--- config.mk ---
export PLATFORM = sky130hd
export DESIGN_NAME = sram_req_sched_flat
export DESIGN_NICKNAME = d
export VERILOG_FILES = /design/src/rtl/sram_sched_pkg.sv /design/src/rtl/sram_req_sched_if.sv /design/src/rtl/sram_req_fifo.sv /design/src/rtl/sram_req_sched.sv /design/src/flat_wrapper.sv
export SDC_FILE = /design/constraint.sdc
export NUM_CORES = 1
export LEC_CHECK = 0
export BUFFER_PORTS_ARGS = -buffer_cell sky130_fd_sc_hd__buf_4
export CELL_PAD_IN_SITES_DETAIL_PLACEMENT = 1
export CELL_PAD_IN_SITES_GLOBAL_PLACEMENT = 1
export CORE_ASPECT_RATIO = 0.8
export CORE_UTILIZATION = 40
export DETAILED_ROUTE_END_ITERATION = 16
export GPL_TIMING_DRIVEN = 0
export PLACE_DENSITY = 0.68
export SETUP_SLACK_MARGIN = 0.1
export SYNTH_ARGS = -nofsm -noshare
export SYNTH_HDL_FRONTEND = slang
export SYNTH_SLANG_ARGS = --single-unit
--- constraint.sdc ---
create_clock -name memclk -period 5 [get_ports memclk]
set_input_delay 1 -clock memclk [delete_from_list [all_inputs] [get_ports memclk]]
set_output_delay 1 -clock memclk [all_outputs]
set_load 0.01 [all_outputs]
--- src/rtl/sram_sched_pkg.sv ---
// Shared types and default sizing for the SRAM request scheduler.
package sram_sched_pkg;

    localparam int ADDR_W_DEF = 20;
    localparam int DATA_W_DEF = 36;
    localparam int DEPTH_DEF  = 4;
    localparam int RD_LAT_DEF = 4;

    typedef enum logic [1:0] {
        IDLE  = 2'd0,
        ISSUE = 2'd1,
        HOLD  = 2'd2
    } sched_state_e;

endpackage

--- src/rtl/sram_req_sched_if.sv ---
// Request-side valid/ready handshake into the SRAM scheduler.
interface sram_req_sched_if #(
    parameter int ADDR_W = 20,
    parameter int DATA_W = 36
);
    logic              req_valid;
    logic              req_ready;
    logic              req_wr;
    logic [ADDR_W-1:0] req_addr;
    logic [DATA_W-1:0] req_wdata;

    modport master (output req_valid, req_wr, req_addr, req_wdata, input req_ready);
    modport slave  (input req_valid, req_wr, req_addr, req_wdata, output req_ready);
endinterface

--- src/rtl/sram_req_fifo.sv ---
// Request FIFO: registered head, no fall-through, extra pointer bit for full/empty.
module sram_req_fifo #(
    parameter int WIDTH = 57,
    parameter int DEPTH = 4
) (
    input  logic             memclk,
    input  logic             reset,
    input  logic             push,
    input  logic [WIDTH-1:0] wdata,
    input  logic             pop,
    output logic [WIDTH-1:0] rdata,
    output logic             full,
    output logic             empty
);
    localparam int AW = $clog2(DEPTH);

    logic [AW:0]      wr_ptr;
    logic [AW:0]      rd_ptr;
    logic [WIDTH-1:0] mem [DEPTH];
    logic             do_push;
    logic             do_pop;

    assign empty   = (wr_ptr == rd_ptr);
    assign full    = (wr_ptr[AW] != rd_ptr[AW]) && (wr_ptr[AW-1:0] == rd_ptr[AW-1:0]);
    assign do_push = push && !full;
    assign do_pop  = pop && !empty;
    assign rdata   = mem[rd_ptr[AW-1:0]];

    always_ff @(posedge memclk or posedge reset) begin
        if (reset) begin
            wr_ptr <= '0;
            rd_ptr <= '0;
        end else begin
            if (do_push) wr_ptr <= wr_ptr + 1'b1;
            if (do_pop)  rd_ptr <= rd_ptr + 1'b1;
        end
    end

    // Storage needs no reset: empty is decided by the pointers alone.
    always_ff @(posedge memclk) begin
        if (do_push) mem[wr_ptr[AW-1:0]] <= wdata;
    end

endmodule

--- src/rtl/sram_req_sched.sv ---
// Launches queued requests as 2-cycle SRAM commands aligned to phase==0,
// and returns read data RD_LAT cycles after each read's ISSUE cycle.
module sram_req_sched
    import sram_sched_pkg::*;
#(
    parameter int ADDR_W = ADDR_W_DEF,
    parameter int DATA_W = DATA_W_DEF,
    parameter int DEPTH  = DEPTH_DEF,
    parameter int RD_LAT = RD_LAT_DEF
) (
    input  logic              memclk,
    input  logic              reset,
    input  logic              phase,
    sram_req_sched_if.slave   req,
    output logic              sram_cmd_valid,
    output logic              sram_we,
    output logic [ADDR_W-1:0] sram_addr,
    output logic [DATA_W-1:0] sram_wdata,
    input  logic [DATA_W-1:0] sram_rdata,
    output logic              rd_valid,
    output logic [DATA_W-1:0] rd_data
);
    typedef struct packed {
        logic              wr;
        logic [ADDR_W-1:0] addr;
        logic [DATA_W-1:0] wdata;
    } req_t;

    sched_state_e      state;
    sched_state_e      state_nxt;
    logic              launch;
    logic              init_q;
    logic              full;
    logic              empty;
    logic              push;
    req_t              push_req;
    req_t              head;
    logic              we_q;
    logic [ADDR_W-1:0] addr_q;
    logic [DATA_W-1:0] wdata_q;
    logic              issue_rd;
    logic [RD_LAT:1]   vld_pipe;

    // init_q holds req_ready low until the first edge out of reset.
    always_ff @(posedge memclk or posedge reset) begin
        if (reset) init_q <= 1'b0;
        else       init_q <= 1'b1;
    end

    assign req.req_ready = init_q && !full;
    assign push          = req.req_valid && req.req_ready;
    assign push_req      = {req.req_wr, req.req_addr, req.req_wdata};

    sram_req_fifo #(
        .WIDTH ($bits(req_t)),
        .DEPTH (DEPTH)
    ) u_fifo (
        .memclk (memclk),
        .reset  (reset),
        .push   (push),
        .wdata  (push_req),
        .pop    (launch),
        .rdata  (head),
        .full   (full),
        .empty  (empty)
    );

    always_ff @(posedge memclk or posedge reset) begin
        if (reset) state <= IDLE;
        else       state <= state_nxt;
    end

    always_comb begin
        state_nxt = state;
        launch    = 1'b0;
        case (state)
            IDLE: begin
                if (!empty && !phase) begin
                    launch    = 1'b1;
                    state_nxt = ISSUE;
                end
            end
            ISSUE: state_nxt = HOLD;
            HOLD: begin
                if (!empty && !phase) begin
                    launch    = 1'b1;
                    state_nxt = ISSUE;
                end else begin
                    state_nxt = IDLE;
                end
            end
            default: state_nxt = IDLE;
        endcase
    end

    // Command fields load at launch; only we drops on return to IDLE.
    always_ff @(posedge memclk or posedge reset) begin
        if (reset) begin
            we_q    <= 1'b0;
            addr_q  <= '0;
            wdata_q <= '0;
        end else if (launch) begin
            we_q    <= head.wr;
            addr_q  <= head.addr;
            wdata_q <= head.wdata;
        end else if (state == HOLD) begin
            we_q    <= 1'b0;
        end
    end

    assign sram_cmd_valid = (state != IDLE);
    assign sram_we        = we_q;
    assign sram_addr      = addr_q;
    assign sram_wdata     = wdata_q;

    // Read tag enters during ISSUE and reaches rd_valid RD_LAT edges later.
    assign issue_rd = (state == ISSUE) && !we_q;

    always_ff @(posedge memclk or posedge reset) begin
        if (reset) begin
            vld_pipe <= '0;
            rd_data  <= '0;
        end else begin
            vld_pipe <= {vld_pipe[RD_LAT-1:1], issue_rd};
            if (vld_pipe[RD_LAT-1]) rd_data <= sram_rdata;
        end
    end

    assign rd_valid = vld_pipe[RD_LAT];

endmodule

--- src/flat_wrapper.sv ---
// flat-port wrapper written by rule: the top's interface ports become plain ports
module sram_req_sched_flat import sram_sched_pkg::*;
#(
    parameter int ADDR_W = ADDR_W_DEF,
    parameter int DATA_W = DATA_W_DEF,
    parameter int DEPTH  = DEPTH_DEF,
    parameter int RD_LAT = RD_LAT_DEF
)
  (memclk, reset, phase, sram_cmd_valid, sram_we, sram_addr, sram_wdata, sram_rdata, rd_valid, rd_data, req_req_valid, req_req_wr, req_req_addr, req_req_wdata, req_req_ready);
  sram_req_sched_if #(.ADDR_W(ADDR_W), .DATA_W(DATA_W)) req_i ();
  input  logic memclk;
  input  logic reset;
  input  logic phase;
  output logic sram_cmd_valid;
  output logic sram_we;
  output logic [ADDR_W-1:0] sram_addr;
  output logic [DATA_W-1:0] sram_wdata;
  input  logic [DATA_W-1:0] sram_rdata;
  output logic rd_valid;
  output logic [DATA_W-1:0] rd_data;
  input wire logic [$bits(req_i.req_valid)-1:0] req_req_valid;
  input wire logic [$bits(req_i.req_wr)-1:0] req_req_wr;
  input wire logic [$bits(req_i.req_addr)-1:0] req_req_addr;
  input wire logic [$bits(req_i.req_wdata)-1:0] req_req_wdata;
  output wire logic [$bits(req_i.req_ready)-1:0] req_req_ready;
  assign req_i.req_valid = req_req_valid;
  assign req_i.req_wr = req_req_wr;
  assign req_i.req_addr = req_req_addr;
  assign req_i.req_wdata = req_req_wdata;
  assign req_req_ready = req_i.req_ready;
  sram_req_sched #(.ADDR_W(ADDR_W), .DATA_W(DATA_W), .DEPTH(DEPTH), .RD_LAT(RD_LAT)) u_core (.memclk(memclk), .reset(reset), .phase(phase), .req(req_i), .sram_cmd_valid(sram_cmd_valid), .sram_we(sram_we), .sram_addr(sram_addr), .sram_wdata(sram_wdata), .sram_rdata(sram_rdata), .rd_valid(rd_valid), .rd_data(rd_data));
endmodule
# Word level (Yosys, flattened, before mapping)
# Memories as Yosys holds them, arrays and structs flattened.
# Cells that the tools add are included.
[word_totals]
reg_bits = 106
mem_bits_rw = 228
word_cells = 42
n_memories = 1
[memory_table]
columns = ["memory", "words", "width", "rd", "rd_ports_with_merged_regs", "write_ports", "line_no", "text"]
rows = [
  ["u_core.u_fifo.mem", 4, 57, 1, 0, 1, "sram_req_fifo.sv:19", "logic [WIDTH-1:0] mem [DEPTH];"],
]
[classes]
n_addsub = 2
eq_ne = 6
muxes = 9
n_reduce_logical = 15
[op_table]
columns = ["op", "n"]
rows = [
  ["1-bit logical AND", 7],
  ["1-bit 2-to-1 mux", 7],
  ["3-bit by 1-bit adder with 3-bit output, second input constant", 2],
  ["2-bit one-hot mux with 3 select lines", 1],
  ["1-bit logical NOT", 4],
  ["2-bit nonzero test", 2],
  ["3-bit equality test", 1],
  ["2-bit by 1-bit equality test with 1-bit output, second input constant", 1],
  ["2-bit equality test", 1],
  ["2-bit equality test, second input constant", 1],
  ["2-bit logical NOT", 1],
  ["2-bit 2-to-1 mux", 1],
  ["2-bit by 1-bit != test with 1-bit output, second input constant", 1],
  ["2-bit OR reduction", 1],
  ["1-bit != test", 1],
]

# Longest topological paths before layout
[depth]
ltp_word = 8
mapped_depth = 6
mapped_depth_nobuf = 4

# By module
# A second synthesis with hierarchy kept.
[unflattened]
hier_cells = 564
hier_area_um2 = 12559.5
[modules_own_cells]
columns = ["mod", "n_inst", "cells_per_inst", "area_each_um2", "seq_area_each_um2"]
rows = [
  ["sram_req_fifo", 1, 348, 8715.9, 6996.7],
  ["sram_req_sched", 1, 216, 3843.7, 2502.4],
]

# Worst setup path before layout
# No wires, ideal clock.
[synth_timing]
path_kind = "input port to flip-flop"
startpoint = "input port req_req_valid"
endpoint = "memory u_core.u_fifo.mem[3][0], enable pin"
setup_time_ns = 0.475
arrival_time_ns = 3.610
required_ns = 4.525
slack_ns = 0.916
path_stages = 2
path_buffers = 0
cell_sequence = "nand2_1 > a311oi_2"
[synth_between]
elab_chain_cells = 4
[synth_lines]
columns = ["item", "line_no", "text"]
rows = [
  ["start, declared", "flat_wrapper.sv:21", "input wire logic [$bits(req_i.req_valid)-1:0] req_req_valid;"],
  ["1-bit logical AND", "sram_req_sched.sv:51", "assign push = req.req_valid && req.req_ready;"],
  ["1-bit logical AND", "sram_req_fifo.sv:25", "assign do_push = push && !full;"],
  ["1-bit 2-to-1 mux", "sram_req_fifo.sv:41", "if (do_push) mem[wr_ptr[AW-1:0]] <= wdata;"],
  ["1-bit 2-to-1 mux (implied by the code)", "sram_req_fifo.sv:41", ""],
  ["end, declared", "sram_req_fifo.sv:19", ""],
]
# Every way passes these cells.

# Final worst setup path
[layout_timing]
startpoint = "register u_core.u_fifo.rd_ptr[0]"
endpoint = "output port req_req_ready"
[layout_between]
elab_chain_cells = 4
[layout_lines]
columns = ["item", "line_no", "text"]
rows = [
  ["start, declared", "sram_req_fifo.sv:18", "logic [AW:0] rd_ptr;"],
  ["start signal, assigned", "sram_req_fifo.sv:35", "if (do_pop) rd_ptr <= rd_ptr + 1'b1;"],
  ["2-bit equality test", "sram_req_fifo.sv:24", "assign full = (wr_ptr[AW] != rd_ptr[AW]) && (wr_ptr[AW-1:0] == rd_ptr[AW-1:0]);"],
  ["1-bit logical AND", "sram_req_fifo.sv:24", ""],
  ["1-bit logical NOT", "sram_req_sched.sv:50", "assign req.req_ready = init_q && !full;"],
  ["1-bit logical AND", "sram_req_sched.sv:50", ""],
  ["end, declared", "flat_wrapper.sv:25", "output wire logic [$bits(req_i.req_ready)-1:0] req_req_ready;"],
]
# Every way passes these cells.

==> metrics.txt <==
largest family of logic cells by synthesized area=multiplexers; DIE HEIGHT=161 um; Top FF cell, synth=edfxtp_1; critical path arrival=2.08 ns; FILL cells=2,750; Wirelength per Cell=21.2 um; maximum capacitance violations=0; storage element area=0.00950 mm2; DRC errors left=0; Yosys reg bits=about 330; outcome=complete, no violations; root buffer cell=clkbuf_16; CP Launch Type=flip-flop; WL met1=11,300 um; number of enable flip-flop cells after synthesis=228; die area=0.0322 mm2; Max Used Layer=met4; Core Region=0.0307 mm2; Worst Hold Launch=u_core.vld_pipe[2]$_DFF_PP0_; io pins=approximately 190; Layout Skew=0.0172 ns; final setup violation count=0; Num CTS Buffers=35; Worst-Skew Late Latency=0.52 ns; mux cell area share after synthesis=0.203; clock tree buffer depth=3; Worst-path clk slew=0.06 ns; CTS tree=done; Port Buffers=192; post-layout min period=3.08 ns; metal3 WL=between 1500 and 2000 um; Peak supply drop=roughly 0.35 mV; count leader, synth=edfxtp_1; Post-Syn Nets=649; Crit. End Element=primary output; critical path class=flip-flop to primary output; largest cells by area after synthesis=edfxtp_1, dfrtp_1, mux4_2; CP Max Fanout=10; Multi-input gate area=0.00284 mm2; GRT Util Overall=0.167; Adder-Cell Fraction of Synth Area=0.00497; initial core utilization=0.410; initial DRC count=183; period utilization=0.617; number of antenna violations at the first check in global routing=1; post-synthesis simple-gate area fraction=0.00468; Distinct cells, synth=32; Crit Reg-Reg Startpoint=u_core.u_fifo.rd_ptr[0]$_DFFE_PP0P_; # hold bufs at CTS=0; RSZ-0062 raised after global routing=false; Post-Synth XOR/XNOR Area=0.00686; mapped cell area=approximately 0.013 mm2; compound-cell area share of the yosys netlist=0.00458; final WL=25,900 um; H-tree depth=2; register area share after synthesis=0.755; DR vias/cell=4.88; final non-filler cell total=1,225; layout cell share with drive strength beyond 1=0.523; clk sink count=334; Row Count=57; first-pass GRT wire length=~41,000 um; setup bufs post-CTS=0; worst hold path class=flip-flop to flip-flop; leak pwr=6.07 nW; worst-margin pin slew=0.901 ns; RD Place Congestion=between 0.8 and 0.9; Post-synth ARST share=0.317; post-route ant nets=0; Synth top area share=0.544; largest net degree at the start of global routing=67; Final Hold Viols=0; fin nets=between 800 and 900; Worst Setup SP=u_core.u_fifo.rd_ptr[0]$_DFFE_PP0P_; first-pass iteration count of the detailed router=4; gr ovfl total=0; Req. time, crit path=~4.0 ns; yosys warns=0; Mapped Avg Cell Area=23.0 um2; Die W=around 200 um; fmax=about 320 MHz; Final Max Tran Viols=0; dpl hpwl=16,700 um; PostCTS Resize Cnt=0; pwr dens=about 630 mW/mm2; via count=approximately 6,000; dpl cells=between 1,000 and 1,500; DR WL met2=12,300 um; most frequent cells after synthesis=edfxtp_1, dfrtp_1, mux2_4, mux4_2, mux2_2; leading area contributor after synthesis=edfxtp_1; Layout Area Growth over Synthesis=26.3%; TNS Setup=0 ns; vias in the first global route=6,869; relative slew slack=0.399; Synth Instances=547
==> report_power, final <==
group          switching (W)  internal [W]
registers           0.000334       0.00365
clock network        0.00103       0.00154
logic                0.00144       0.00195
total                0.00280       0.00715
==> final timing paths <==
kind | end | slack [ns] | depth (start not counted)
setup / recovery | req_req_ready | 1.92 | 6
hold / removal | u_core.vld_pipe[3]$_DFF_PP0_ | 0.35 | 0
setup reg to reg | u_core.u_fifo.mem[3][10]$_DFFE_PP_ | 2.34 | 7
hold reg to reg | u_core.vld_pipe[3]$_DFF_PP0_ | 0.35 | 0
max in group asynchronous | u_core.sram_wdata[27]$_DFFE_PP0P_ | 3.78 | 3
min in group asynchronous | u_core.sram_addr[0]$_DFFE_PP0P_ | 0.52 | 2
==> layer usage <==
layer  GRT usage  vias to the layer above
met5           0                        -
met3      0.0522                       39
met1       0.213                     3090
li1            -                     2657
met2       0.276                      186
met4      0.0444                        0
==> critical path, stage by stage, from the launching register on <==
cell and delay, ns:
dfrtp_1 0.40, buf_6 0.14, buf_6 0.16, xnor2_1 0.37, nand3_1 0.17, and2_1 0.19, buf_4 0.14
==> cell type report <==
type                    count  area share
flip-flops and latches    334       0.598
multi-input cells         183       0.179
repair buffers            201       0.102
clock buffers              50      0.0626
well taps                 413      0.0325
plain buffers              25      0.0147
clock inverters            13     0.00882
inverters                   5     0.00150
diodes                      1    0.000158
==> logic make-up after synthesis <==
kind of cell    Yosys count
compound gates            7
xor+xnor                  9
fa+ha+maj                 5
buf+inv                  30
flops                   334
mux                     151
other cells               1
simple gates             10
==> sequential cells by signal (all words and copies together) (netlist names) <==
signal / flops
u_core.u_fifo.mem: 228
u_core.rd_data: 36
u_core.sram_wdata: 36
u_core.sram_addr: 20
u_core.vld_pipe: 4
u_core.u_fifo.rd_ptr: 3
u_core.u_fifo.wr_ptr: 3
u_core.state: 2
u_core.init_q: 1
u_core.sram_we: 1
==> stage by stage <==
step | setup slack (ns) | area (um2) | utilization | hold WS [ns] | power, W
2_1_floorplan | 0.916 | 12600 | - | 0.331 | 0.00617
3_3_place_gp | -1.34 | 14500 | 0.474 | 0.339 | 0.00733
3_5_place_dp | 2.02 | 14700 | 0.481 | 0.337 | 0.00750
4_1_cts | 1.86 | 15900 | 0.518 | 0.351 | 0.0101
5_1_grt | 1.77 | 15900 | 0.518 | 0.370 | 0.0105
6_report | 1.92 | 15900 | 0.518 | 0.348 | 0.00995
==> layout by cell type (no fill, tap or decap), types with 3 or more instances in the layout <==
cell	synthesis	routed
edfxtp_1	228	228
buf_4	0	192
dfrtp_1	106	106
mux4_2	57	57
mux2_4	57	57
clkbuf_16	0	37
mux2_2	36	36
clkbuf_1	4	15
buf_2	7	7
buf_8	1	6
buf_6	5	5
buf_12	5	5
ha_1	5	5
xor2_1	4	4
inv_1	5	4
xnor2_1	4	4
clkinv_1	0	4
clkinv_2	0	4
buf_16	0	4
buf_1	3	3
bufinv_16	0	3
(Power assumes the default switching activity.)
